[src/rtl/flopoco_fcmp_pipe_if.sv]
// rtl/flopoco_fcmp_pipe_if.sv - operand/result handshake bundle for flopoco_fcmp_pipe
interface flopoco_fcmp_pipe_if #(
    parameter int WE = 8,
    parameter int WF = 23
);
    logic              in_valid;
    logic              in_ready;
    logic [WE+WF+2:0]  X;
    logic [WE+WF+2:0]  Y;
    logic [2:0]        op;
    logic              out_valid;
    logic              out_ready;
    logic              result;
    logic              unordered;

    modport master (
        output in_valid, X, Y, op, out_ready,
        input  in_ready, out_valid, result, unordered
    );

    modport slave (
        input  in_valid, X, Y, op, out_ready,
        output in_ready, out_valid, result, unordered
    );
endinterface

[src/rtl/flopoco_fcmp_pipe.sv]
// rtl/flopoco_fcmp_pipe.sv - pipelined FloPoCo FP comparator, 8 predicates, 1 or 2 stages
// Optional NaN statistics counter enabled by FCMP_PIPE_STATS_EN.
module flopoco_fcmp_pipe #(
    parameter int WE     = 8,
    parameter int WF     = 23,
    parameter int STAGES = 2,
    parameter int ID     = 1
) (
    input  logic               clk,
    input  logic               rst_n,
    flopoco_fcmp_pipe_if.slave bus
`ifdef FCMP_PIPE_STATS_EN
    ,
    output logic [15:0]        nan_count
`endif
);
    localparam int W = WE + WF + 3;
    localparam int M = WE + WF;

    generate
        if (STAGES != 1 && STAGES != 2) begin : g_bad_stages
            $error("flopoco_fcmp_pipe %0d: STAGES must be 1 or 2", ID);
        end
    endgenerate

    logic [1:0]   xe, ye;
    logic [M-1:0] mx, my;
    logic [7:0]   cls_n, cls_d, cls_q;   // {x_zero, x_inf, x_nan, x_sign, y_zero, y_inf, y_nan, y_sign}
    logic [2:0]   mag_n, mag_d, mag_q;   // {mlt, mgt, meq}
    logic [2:0]   op_d, op_q;
    logic         s1_valid_d, s1_valid_q;
    logic         down_free, s1_adv, in_ready_w, accept;
    logic         xz, xi, xn, xs, yz, yi, yn, ys, xnrm, ynrm;
    logic         lt, eq, unord, pred;
    logic [2:0]   rx, ry;

    always_comb begin
        xe    = bus.X[W-1 -: 2];
        ye    = bus.Y[W-1 -: 2];
        mx    = bus.X[M-1:0];
        my    = bus.Y[M-1:0];
        cls_n = {xe == 2'b00, xe == 2'b10, xe == 2'b11, bus.X[M],
                 ye == 2'b00, ye == 2'b10, ye == 2'b11, bus.Y[M]};
        mag_n = {mx < my, mx > my, mx == my};
    end

    assign s1_adv     = s1_valid_q && down_free;
    assign in_ready_w = rst_n && (!s1_valid_q || s1_adv);
    assign accept     = bus.in_valid && in_ready_w;
    assign bus.in_ready = in_ready_w;

    always_comb begin
        s1_valid_d = in_ready_w ? bus.in_valid : s1_valid_q;
        cls_d      = cls_q;
        mag_d      = mag_q;
        op_d       = op_q;
        if (accept) begin
            cls_d = cls_n;
            mag_d = mag_n;
            op_d  = bus.op;
        end
    end

    always_ff @(posedge clk) begin
        if (!rst_n) begin
            s1_valid_q <= 1'b0;
            cls_q      <= '0;
            mag_q      <= '0;
            op_q       <= '0;
        end else begin
            s1_valid_q <= s1_valid_d;
            cls_q      <= cls_d;
            mag_q      <= mag_d;
            op_q       <= op_d;
        end
    end

    // Total order over non-NaN classes: -inf, -normal, zero, +normal, +inf.
    always_comb begin
        {xz, xi, xn, xs, yz, yi, yn, ys} = cls_q;
        xnrm  = !(xz || xi || xn);
        ynrm  = !(yz || yi || yn);
        unord = xn || yn;
        rx    = xi ? (xs ? 3'd0 : 3'd4) : (xz ? 3'd2 : (xs ? 3'd1 : 3'd3));
        ry    = yi ? (ys ? 3'd0 : 3'd4) : (yz ? 3'd2 : (ys ? 3'd1 : 3'd3));
        eq    = (xz && yz) || (xi && yi && (xs == ys)) ||
                (xnrm && ynrm && (xs == ys) && mag_q[0]);
        lt    = (rx < ry) ||
                (xnrm && ynrm && (xs == ys) && (xs ? mag_q[1] : mag_q[2]));
        case (op_q)
            3'd0:    pred = !unord && lt;
            3'd1:    pred = !unord && (lt || eq);
            3'd2:    pred = !unord && eq;
            3'd3:    pred = !unord && !lt && !eq;
            3'd4:    pred = !unord && !lt;
            3'd5:    pred = unord || !eq;
            3'd6:    pred = unord;
            default: pred = !unord;
        endcase
    end

    generate
        if (STAGES == 2) begin : g_s2
            logic s2_valid_d, s2_valid_q;
            logic res_d, res_q;
            logic unord_d, unord_q;

            assign down_free = !s2_valid_q || bus.out_ready;

            always_comb begin
                s2_valid_d = s2_valid_q;
                res_d      = res_q;
                unord_d    = unord_q;
                if (down_free) begin
                    s2_valid_d = s1_valid_q;
                    if (s1_valid_q) begin
                        res_d   = pred;
                        unord_d = unord;
                    end
                end
            end

            always_ff @(posedge clk) begin
                if (!rst_n) begin
                    s2_valid_q <= 1'b0;
                    res_q      <= 1'b0;
                    unord_q    <= 1'b0;
                end else begin
                    s2_valid_q <= s2_valid_d;
                    res_q      <= res_d;
                    unord_q    <= unord_d;
                end
            end

            assign bus.out_valid = s2_valid_q;
            assign bus.result    = res_q;
            assign bus.unordered = unord_q;
        end else begin : g_s1
            assign down_free     = bus.out_ready;
            assign bus.out_valid = s1_valid_q;
            assign bus.result    = s1_valid_q && pred;
            assign bus.unordered = s1_valid_q && unord;
        end
    endgenerate

`ifdef FCMP_PIPE_STATS_EN
    logic [15:0] cnt_d, cnt_q;

    always_comb begin
        cnt_d = cnt_q;
        if (bus.out_valid && bus.out_ready && bus.unordered && cnt_q != 16'hFFFF)
            cnt_d = cnt_q + 16'd1;
    end

    always_ff @(posedge clk) begin
        if (!rst_n) cnt_q <= '0;
        else        cnt_q <= cnt_d;
    end

    assign nan_count = cnt_q;
`endif
endmodule

[src/flat_wrapper.sv]
// flat-port wrapper written by rule: the top's interface ports become plain ports
module flopoco_fcmp_pipe_flat 
#(
    parameter int WE     = 8,
    parameter int WF     = 23,
    parameter int STAGES = 2,
    parameter int ID     = 1
)
  (clk, rst_n, bus_in_valid, bus_X, bus_Y, bus_op, bus_out_ready, bus_in_ready, bus_out_valid, bus_result, bus_unordered);
  flopoco_fcmp_pipe_if #(.WE(WE), .WF(WF)) bus_i ();
  input  logic clk;
  input  logic rst_n;
  input wire logic [$bits(bus_i.in_valid)-1:0] bus_in_valid;
  input wire logic [$bits(bus_i.X)-1:0] bus_X;
  input wire logic [$bits(bus_i.Y)-1:0] bus_Y;
  input wire logic [$bits(bus_i.op)-1:0] bus_op;
  input wire logic [$bits(bus_i.out_ready)-1:0] bus_out_ready;
  output wire logic [$bits(bus_i.in_ready)-1:0] bus_in_ready;
  output wire logic [$bits(bus_i.out_valid)-1:0] bus_out_valid;
  output wire logic [$bits(bus_i.result)-1:0] bus_result;
  output wire logic [$bits(bus_i.unordered)-1:0] bus_unordered;
  assign bus_i.in_valid = bus_in_valid;
  assign bus_i.X = bus_X;
  assign bus_i.Y = bus_Y;
  assign bus_i.op = bus_op;
  assign bus_i.out_ready = bus_out_ready;
  assign bus_in_ready = bus_i.in_ready;
  assign bus_out_valid = bus_i.out_valid;
  assign bus_result = bus_i.result;
  assign bus_unordered = bus_i.unordered;
  flopoco_fcmp_pipe #(.WE(WE), .WF(WF), .STAGES(STAGES), .ID(ID)) u_core (.clk(clk), .rst_n(rst_n), .bus(bus_i));
endmodule
[config.mk]
export PLATFORM = sky130hd
export DESIGN_NAME = flopoco_fcmp_pipe_flat
export DESIGN_NICKNAME = d
export VERILOG_FILES = /design/src/rtl/flopoco_fcmp_pipe_if.sv /design/src/rtl/flopoco_fcmp_pipe.sv /design/src/flat_wrapper.sv
export SDC_FILE = /design/constraint.sdc
export NUM_CORES = 1
export LEC_CHECK = 0
export CAP_MARGIN = 20
export CORE_MARGIN = 1
export CORE_UTILIZATION = 42
export DETAILED_ROUTE_END_ITERATION = 7
export HOLD_SLACK_MARGIN = 0.12
export PLACE_DENSITY = 0.88
export SYNTH_ARGS = -nofsm -noshare
export SYNTH_HDL_FRONTEND = slang
export SYNTH_SLANG_ARGS = --single-unit
export TNS_END_PERCENT = 20
[constraint.sdc]
create_clock -name clk -period 3.4 [get_ports clk]
set_clock_uncertainty 0.05 [all_clocks]
set_input_delay 0.68 -clock clk [delete_from_list [all_inputs] [get_ports clk]]
set_output_delay 0.68 -clock clk [all_outputs]
set_load 0.005 [all_outputs]
* Yosys cells after proc, flatten, opt, wreduce, memory -nomap -nowiden *
Cells that the tools add are included.

word-level totals
  bits in registers = 18
  input bits = 75
  output and inout port bits = 4
  word-level logic and storage cells = 70

cells by class
  magnitude comparators = 3
  equal/unequal tests = 12
  muxes and demuxes = 10
  reduce and logical (&&, ||, !) cells = 38

operators with widths
  kind                                                                    number
  31-bit equality test                                                    1
  31-bit > comparator                                                     1
  31-bit less-than comparator                                             1
  3-bit 2-to-1 mux                                                        6
  1-bit logical AND                                                       15
  1-bit logical OR                                                        12
  3-bit equality test (second input constant)                             3
  2-bit equality test (second input constant)                             4
  1-bit logical NOT                                                       7
  1-bit case mux with 7 select lines                                      1
  3-bit by 2-bit equality test with 1-bit output (second input constant)  2
  2-bit logical NOT                                                       2
  2-bit 2-to-1 mux                                                        2
  3-bit by 1-bit equality test with 1-bit output (second input constant)  1
  3-bit logical NOT                                                       1
  3-bit less-than comparator                                              1
  2-bit AND reduction                                                     1
  1-bit equality test                                                     1
  1-bit 2-to-1 mux                                                        1

* Depth between registers and ports, before layout *
Gate-level depths: netlist of run 1.

  depth after elaboration = 11
  mapped depth = 8
  mapped depth without buffers = 8

* Least setup slack after synthesis of run 1 *
OpenSTA, ideal clock, no wires.

  kind = input-to-reg
  start = input port bus_Y[8]
  end = register u_core.mag_q[1]
  setup time = 0.127 ns
  arrival time = 2.156 ns
  data required time = 3.223 ns
  slack = 1.068 ns
  cell stages on the path = 8
  buffers on the path = 0
  path through = inv_1 -> ha_1 -> a21o_1 -> a221o_1 -> a221oi_2 -> a21oi_1 -> a2111oi_4 -> o31ai_1

between the ends
  cells in the longest elaborated chain, start to end = 1

RTL lines
  item                    RTL line                 RTL
  start: declaration      flat_wrapper.sv:15       input wire logic [$bits(bus_i.Y)-1:0] bus_Y;
  31-bit > comparator     flopoco_fcmp_pipe.sv:44  mag_n = {mx < my, mx > my, mx == my};
  end signal: assignment  flopoco_fcmp_pipe.sv:73  mag_q <= mag_d;
  end: declaration        flopoco_fcmp_pipe.sv:29  logic [2:0] mag_n, mag_d, mag_q;

Every way passes these cells.
A chain may end at the register's enable or synchronous reset.

* Worst setup path in the final report of run 1 *
  start = input port bus_out_ready
  end = output port bus_in_ready

between the ends
  cells in the longest elaborated chain, start to end = 4

RTL lines
  item                RTL line                  RTL
  start: declaration  flat_wrapper.sv:17        input wire logic [$bits(bus_i.out_ready)-1:0] bus_out_ready;
  1-bit logical OR    flopoco_fcmp_pipe.sv:108  assign down_free = !s2_valid_q || bus.out_ready;
  1-bit logical AND   flopoco_fcmp_pipe.sv:47   assign s1_adv = s1_valid_q && down_free;
  1-bit logical OR    flopoco_fcmp_pipe.sv:48   assign in_ready_w = rst_n && (!s1_valid_q || s1_adv);
  1-bit logical AND   flopoco_fcmp_pipe.sv:48
  end: declaration    flat_wrapper.sv:18        output wire logic [$bits(bus_i.in_ready)-1:0] bus_in_ready;

Every way passes these cells.

==> results of run 1 <==
kinds of logic after synthesis:
family | count (synthesis) | synth area share, %
and+or+nand+nor | 71 | 21.7
DFF | 18 | 21.5
xor gates and xnor gates | 2 | 1.05
muxes | 2 | 1.27
adders and majority gates | 33 | 24.6
buffers and inverters | 40 | 9.19
AOI/OAI and AO/OA | 48 | 20.6
layer usage:
| metal | part of all wire, % | GRT usage, % | up-vias |
|---|---|---|---|
| met2 | 52 | 36.6 | 39 |
| met4 | 0.70 | 4.62 | 0 |
| met1 | 43 | 23.5 | 739 |
| met5 | 0 | 0 | - |
| li1 | - | - | 908 |
| met3 | 4.0 | 3.13 | 4 |
layout make-up:
class                      instances  area share, %
inverter                          35           5.14
tap                               48           2.35
timing repair buffer              79           30.8
multi-input combinational        156           45.4
clock buffer                       4           2.15
sequential                        18           14.1
synthesized netlist by cell type (3+ instances only):
library cell,n
sky130_fd_sc_hd__ha_1,33
sky130_fd_sc_hd__a21oi_1,14
sky130_fd_sc_hd__nor2b_1,6
sky130_fd_sc_hd__nand3_1,12
sky130_fd_sc_hd__nor3_1,4
sky130_fd_sc_hd__dfxtp_1,18
sky130_fd_sc_hd__nand4_1,6
sky130_fd_sc_hd__inv_1,35
sky130_fd_sc_hd__nor2_1,6
sky130_fd_sc_hd__a21o_1,6
sky130_fd_sc_hd__a21boi_0,5
sky130_fd_sc_hd__buf_2,3
sky130_fd_sc_hd__nand2_1,23
sky130_fd_sc_hd__o21bai_1,3
sky130_fd_sc_hd__o21ai_0,7
sky130_fd_sc_hd__a211oi_1,3
sky130_fd_sc_hd__nand3b_1,3
worst reg2reg max path, cell delays in order (launching register included):
cell	delay [ns]
sky130_fd_sc_hd__dfxtp_1	0.41
sky130_fd_sc_hd__inv_1	0.06
sky130_fd_sc_hd__a21o_1	0.18
sky130_fd_sc_hd__ha_1	0.27
sky130_fd_sc_hd__o311ai_0	0.08
sky130_fd_sc_hd__o2bb2ai_1	0.20
sky130_fd_sc_hd__mux2_2	0.35
sky130_fd_sc_hd__o21ai_0	0.18
sky130_fd_sc_hd__a41oi_1	0.12
through the flow:
stage / setup slack, ns / cell area (um^2)
finish: 0.632 / 2560
global route: 0.507 / 2560
CTS: 0.613 / 2560
detailed placement: 0.460 / 2500
global placement: 0.525 / 2500
floorplan: 1.07 / 1680
power groups by stage:
stage / sequential, mW / combinational, mW / clock, mW
2_1_floorplan: 0.235 / 0.116 / 0
4_1_cts: 0.234 / 0.232 / 0.178
3_5_place_dp: 0.239 / 0.231 / 0
6_report: 0.235 / 0.229 / 0.175
5_1_grt: 0.237 / 0.258 / 0.186
3_3_place_gp: 0.239 / 0.224 / 0
path summary, 6_finish.rpt:
kind / to / depth (start not counted) / slack [ns] / from
worst max-delay path: bus_in_ready / 4 / 0.63 / bus_out_ready
worst min-delay path: u_core.mag_q[1]$_SDFFE_PN0P_ / 2 / 0.43 / u_core.mag_q[1]$_SDFFE_PN0P_
worst max register to register: u_core.bus.result$_SDFFE_PN0P_ / 8 / 1.37 / u_core.cls_q[3]$_SDFFE_PN0P_
worst min register to register: u_core.mag_q[1]$_SDFFE_PN0P_ / 2 / 0.43 / u_core.mag_q[1]$_SDFFE_PN0P_
flip-flops by register name (all words and copies together) (netlist names):
register and count:
u_core.bus.out_valid 1, u_core.op_q 3, u_core.bus.result 1, u_core.bus.unordered 1, u_core.mag_q 3, u_core.s1_valid_q 1, u_core.cls_q 8
==> results.sh, run 1 <==
export IMPL_run_status="finished clean"
export IMPL_cts_root_buffer="sky130_fd_sc_hd__clkbuf_8"
export IMPL_detailedPlacementHpwl_um=3350
export IMPL_required_ns=2.67
export IMPL_layout_cells_non_filler=340
export IMPL_worst_path_buf_inv=2
export IMPL_hold_slack_ns=0.429
export IMPL_overflow=0
export IMPL_synth_top_cells_by_area="sky130_fd_sc_hd__ha_1 25%, sky130_fd_sc_hd__dfxtp_1 22%, sky130_fd_sc_hd__inv_1 7.8%"
export IMPL_globalRouteTotalUtil_pct=19.8
export IMPL_netlist_area_um2=1680
export IMPL_tritoncts_num_sinks=18
export IMPL_dr_total_vias=1690
export IMPL_path_class="in -> out"
export IMPL_synth_area_leader_cell="sky130_fd_sc_hd__ha_1"
export IMPL_seq_area_um2=360
export IMPL_tritoncts_num_buffers=3
export IMPL_synth_top_cell_area_share_pct=24.6
export IMPL_cts_htree_levels=1
export IMPL_final_core_util_pct=68.3
export IMPL_setup_repair_after_global_routing_missed_its_margin="no"
export IMPL_startpoint_type="input pin"
export IMPL_antenna_found_initial=0
export IMPL_worst_path_max_fanout=4
export IMPL_power_switching_fraction_pct=26.5
export IMPL_multi_input_comb_area_um2=1160
export IMPL_area_growth_syn_to_layout_pct=52.6
export IMPL_ys_seq_elements=18
export IMPL_first_pass_iters=4
export IMPL_synthArstFlopShare_pct=0
export IMPL_drc_errors=0
export IMPL_num_fill_cells=335
export IMPL_cell_internal_pwr_uw=469
export IMPL_placement_rows=22
export IMPL_setup_worst_path_end_class="output port"
export IMPL_dieArea_um2=4250
export IMPL_placed_cells=336
export IMPL_gp_congestion=0.830
export IMPL_part_of_the_power_in_registers_pct=36.7
export IMPL_vias_per_cell=4.97
export IMPL_cellLeakagePower_nw=1.19
export IMPL_timing_final_max_slew_violations=0
export IMPL_hp_class="reg -> reg"
export IMPL_cap_violations=0
export IMPL_final_setup_viol_count=0
export IMPL_power_combinational_fraction_pct=35.8
export IMPL_grt_max_degree=19
export IMPL_final_common_cell="sky130_fd_sc_hd__clkdlybuf4s50_1"
export IMPL_crit_slowest_cell="sky130_fd_sc_hd__clkdlybuf4s50_1"
export IMPL_mapped_nets=322
export IMPL_fmax_mhz=361
export IMPL_layout_nets=401
export IMPL_first_global_vias=1638
export IMPL_timing_max_slew_rel_slack_pct=63.1
export IMPL_timing_final_hold_violations=0
export IMPL_totalPowerFinal_uw=639
export IMPL_clk_pin_slew_ns=0.06
export IMPL_switching_power_summed_over_all_nets_uw=169
export IMPL_post_cts_repair_setup_buffers=0
export IMPL_drt_iter0_drc=93
export IMPL_cts_tree="built"
export IMPL_boundaryPins=79
export IMPL_timing_final_crit_share_pct=81.4
export IMPL_yosys_most_used_dff="sky130_fd_sc_hd__dfxtp_1"
export IMPL_setup_total_negative_slack_ns=0
export IMPL_crit_path_cell_trace="clkdlybuf4s50_1 > nor2b_1 > a21boi_0 > clkdlybuf4s50_1"
export IMPL_starting_density_of_the_core_pct=44.8
export IMPL_power_share_clock_pct=27.4
export IMPL_die_height_um=65.2
export IMPL_avgRoutedWirePerCell_um=11.4
export IMPL_crit_arrival_ns=2.04
export IMPL_post_synth_num_cell_types=38
export IMPL_grt_pass1_wl_um=6700
export IMPL_finalCriticalPeriod_ns=2.77
export IMPL_ctsHoldBuffers=0
export IMPL_synth_yosys_warnings=0
export IMPL_path_delay_family="buffers and inverters"
export IMPL_post_synth_edffs=0
export IMPL_most_common_layout_cells="78 x sky130_fd_sc_hd__clkdlybuf4s50_1, 35 x sky130_fd_sc_hd__inv_1, 33 x sky130_fd_sc_hd__ha_1"
export IMPL_clkLatencyLatePin_ns=0.25
export IMPL_postSynthCellCount=214
export IMPL_numPortBuffers=78
export IMPL_drt_total_wl_um=3870
export IMPL_detail_route_antenna_nets=0
export IMPL_worst_slew_pin_transition_ns=0.552
export IMPL_antenna_cell_count=0
export IMPL_vdd_ir_max_mv=0.0993
export IMPL_core_area_um2=3740
export IMPL_power_per_cell_area_nw_per_um2=250
export IMPL_average_cell_area_after_synthesis_um2=7.83
export IMPL_die_width_um=65.2
export IMPL_layout_drive_gt1_share_pct=3.08
export IMPL_clock_tree_buffer_depth=2
export IMPL_sequential_area_share_after_synthesis_pct=21.5
export IMPL_cpPeakStageDelay_ns=0.55
export IMPL_quantity_of_gates_resized_following_cts=0
export IMPL_cpMostUsedCell="sky130_fd_sc_hd__clkdlybuf4s50_1"
(Power assumes the default switching activity.)
==> inputs of run 2 (changes only) <==
Clock period 3.4 ns to 2.7 ns, I/O delays scaled along.
==> run 2 against run 1 <==
Effect of this change: routed wire length rose by 5.7%; first-iteration DRC count fell by 43%; sequential power rose by 26%; global-route usage rose by 1.4 points; register-to-register slack got worse by 0.73 ns; critical path type unchanged; critical endpoint unchanged; largest power group is now combinational logic.
==> results.sh, run 2 (synthesized netlist as in run 1, its figures left out) <==
export IMPL_run_status="finished clean"
export IMPL_holdPathEnd="u_core.mag_q[1]$_SDFFE_PN0P_"
export IMPL_worst_path_max_fanout=4
export IMPL_largest_register_ff_count=8
export IMPL_worst_r2r_endpoint="u_core.bus.result$_SDFFE_PN0P_"
export IMPL_final_setup_viol_count=0
export IMPL_detail_route_wirelength_met1_um=1790
export IMPL_drt_iter0_drc=53
export IMPL_setup_worst_path_end_class="output port"
export IMPL_setup_repair_after_global_routing_missed_its_margin="no"
export IMPL_numPortBuffers=78
export IMPL_detail_route_antenna_nets=0
export IMPL_avgRoutedWirePerCell_um=12.0
export IMPL_first_global_vias=1690
export IMPL_dr_total_vias=1724
export IMPL_final_core_util_pct=68.7
export IMPL_worst_slew_pin_transition_ns=0.439
export IMPL_routed_wl_met2_um=2110
export IMPL_layout_drive_gt1_share_pct=3.74
export IMPL_drc_errors=0
export IMPL_clkLatencyLatePin_ns=0.25
export IMPL_placement_rows=22
export IMPL_area_growth_syn_to_layout_pct=53.5
export IMPL_pre_cts_ws_ns=-0.0734
export IMPL_fmax_mhz=396
export IMPL_boundaryPins=79
export IMPL_dieArea_um2=4250
export IMPL_cellLeakagePower_nw=1.20
export IMPL_core_area_um2=3740
export IMPL_postLayoutSetupSlackWorst_ns=0.174
export IMPL_drt_total_wl_um=4100
export IMPL_cts_htree_levels=1
export IMPL_largest_register="u_core.cls_q"
export IMPL_vias_per_cell=5.04
export IMPL_clock_tree_buffer_depth=2
export IMPL_globalRouteTotalUtil_pct=21.1
export IMPL_antenna_cell_count=0
export IMPL_ff2ff_setup_slack_ns=0.64
export IMPL_timing_final_crit_share_pct=93.5
export IMPL_timing_final_max_slew_violations=0
export IMPL_cap_violations=0
export IMPL_cts_root_buffer="sky130_fd_sc_hd__clkbuf_8"
export IMPL_die_height_um=65.2
export IMPL_layout_nets=403
export IMPL_power_per_cell_area_nw_per_um2=315
export IMPL_maxUsedRoutingLayer="met4"
export IMPL_ctsHoldBuffers=0
export IMPL_die_width_um=65.2
export IMPL_finalCriticalPeriod_ns=2.53
export IMPL_overflow=0
export IMPL_timing_max_slew_rel_slack_pct=70.7
export IMPL_biggestRegsByFlops="u_core.cls_q x8, u_core.mag_q x3, u_core.op_q x3"
export IMPL_post_cts_repair_setup_buffers=0
export IMPL_timing_final_hold_violations=0
export IMPL_crit_arrival_ns=1.94
export IMPL_most_common_layout_cells="78 x sky130_fd_sc_hd__clkdlybuf4s50_1, 35 x sky130_fd_sc_hd__inv_1, 33 x sky130_fd_sc_hd__ha_1"
export IMPL_startpoint_type="input pin"
export IMPL_vdd_ir_max_mv=0.190
export IMPL_clk_pin_slew_ns=0.07
export IMPL_grt_pass1_wl_um=7090
export IMPL_starting_density_of_the_core_pct=44.8
export IMPL_worstReg2RegStart="u_core.cls_q[3]$_SDFFE_PN0P_"
export IMPL_tritoncts_num_buffers=3
export IMPL_timing_critical_path_from="bus_out_ready"
export IMPL_first_pass_iters=4
export IMPL_hp_class="reg -> reg"
export IMPL_required_ns=2.11
export IMPL_hold_slack_ns=0.423
export IMPL_detailedPlacementHpwl_um=3410
export IMPL_timing_hold_worst_path_depth=2
export IMPL_final_common_cell="sky130_fd_sc_hd__clkdlybuf4s50_1"
export IMPL_totalPowerFinal_uw=810
export IMPL_setup_total_negative_slack_ns=0
export IMPL_cts_tree="built"
export IMPL_tritoncts_num_sinks=18
export IMPL_dr_wl_met3_um=166
export IMPL_path_class="in -> out"
export IMPL_gp_congestion=0.809
export IMPL_antenna_found_initial=0
export IMPL_min_from="u_core.mag_q[1]$_SDFFE_PN0P_"
export IMPL_quantity_of_gates_resized_following_cts=0
export IMPL_grt_max_degree=19
export IMPL_rr_worst_depth=8
==> run 2: cell types whose count changed in the layout (fill, tap and decap cells not counted), sizes merged <==
cell  previous run  this run
buf              1         3
==> run 2: worst max-delay path by stage <==
stage,to,slack (ns),cells after the start
2_1_floorplan,u_core.mag_q[1]$_SDFFE_PN0P_,0.51,8
3_3_place_gp,u_core.mag_q[1]$_SDFFE_PN0P_,-0.03,9
3_5_place_dp,u_core.mag_q[1]$_SDFFE_PN0P_,-0.07,9
4_1_cts,bus_in_ready,0.18,4
5_1_grt,u_core.mag_q[1]$_SDFFE_PN0P_,0.01,9
6_report,bus_in_ready,0.17,4
==> run 2: per-layer routing <==
metal	track usage (%)	up-vias
met3	3.47	4
met5	0	-
met2	40.5	42
met4	3.26	0
li1	-	910
met1	24.6	768
==> run 2: area by class of cell <==
type	instances	area, um^2
Clock buffer	4	55.1
Tap cell	48	60.1
Timing Repair Buffer	81	803
Inverter	35	131
Sequential cell	18	360
Fill cell	337	1170
Multi-Input combinational cell	156	1160
==> run 2: report_power, final <==
group          total [mW]  internal (mW)  switching, mW
combinational       0.296          0.183          0.113
sequential          0.295          0.281         0.0149
clock               0.218          0.129         0.0889
total               0.810          0.593          0.216
==> run 2: worst max-delay path, cell delays in order <==
cell	delay [ns]
sky130_fd_sc_hd__clkdlybuf4s50_1	0.46
sky130_fd_sc_hd__nor2b_1	0.07
sky130_fd_sc_hd__a21boi_0	0.30
sky130_fd_sc_hd__clkdlybuf4s50_1	0.56
==> run 2: through the flow <==
stage	area, um^2	std cells
3_3_place_gp	2520	338
6_report	2570	342
2_1_floorplan	1680	214
5_1_grt	2570	342
3_5_place_dp	2520	338
4_1_cts	2570	342
==> inputs of run 3 (changes only) <==
Settings changed: CORE_MARGIN 1 to not set.
==> results of run 3 <==
The final DEF is identical to that of run 2; final timing and power are the same.
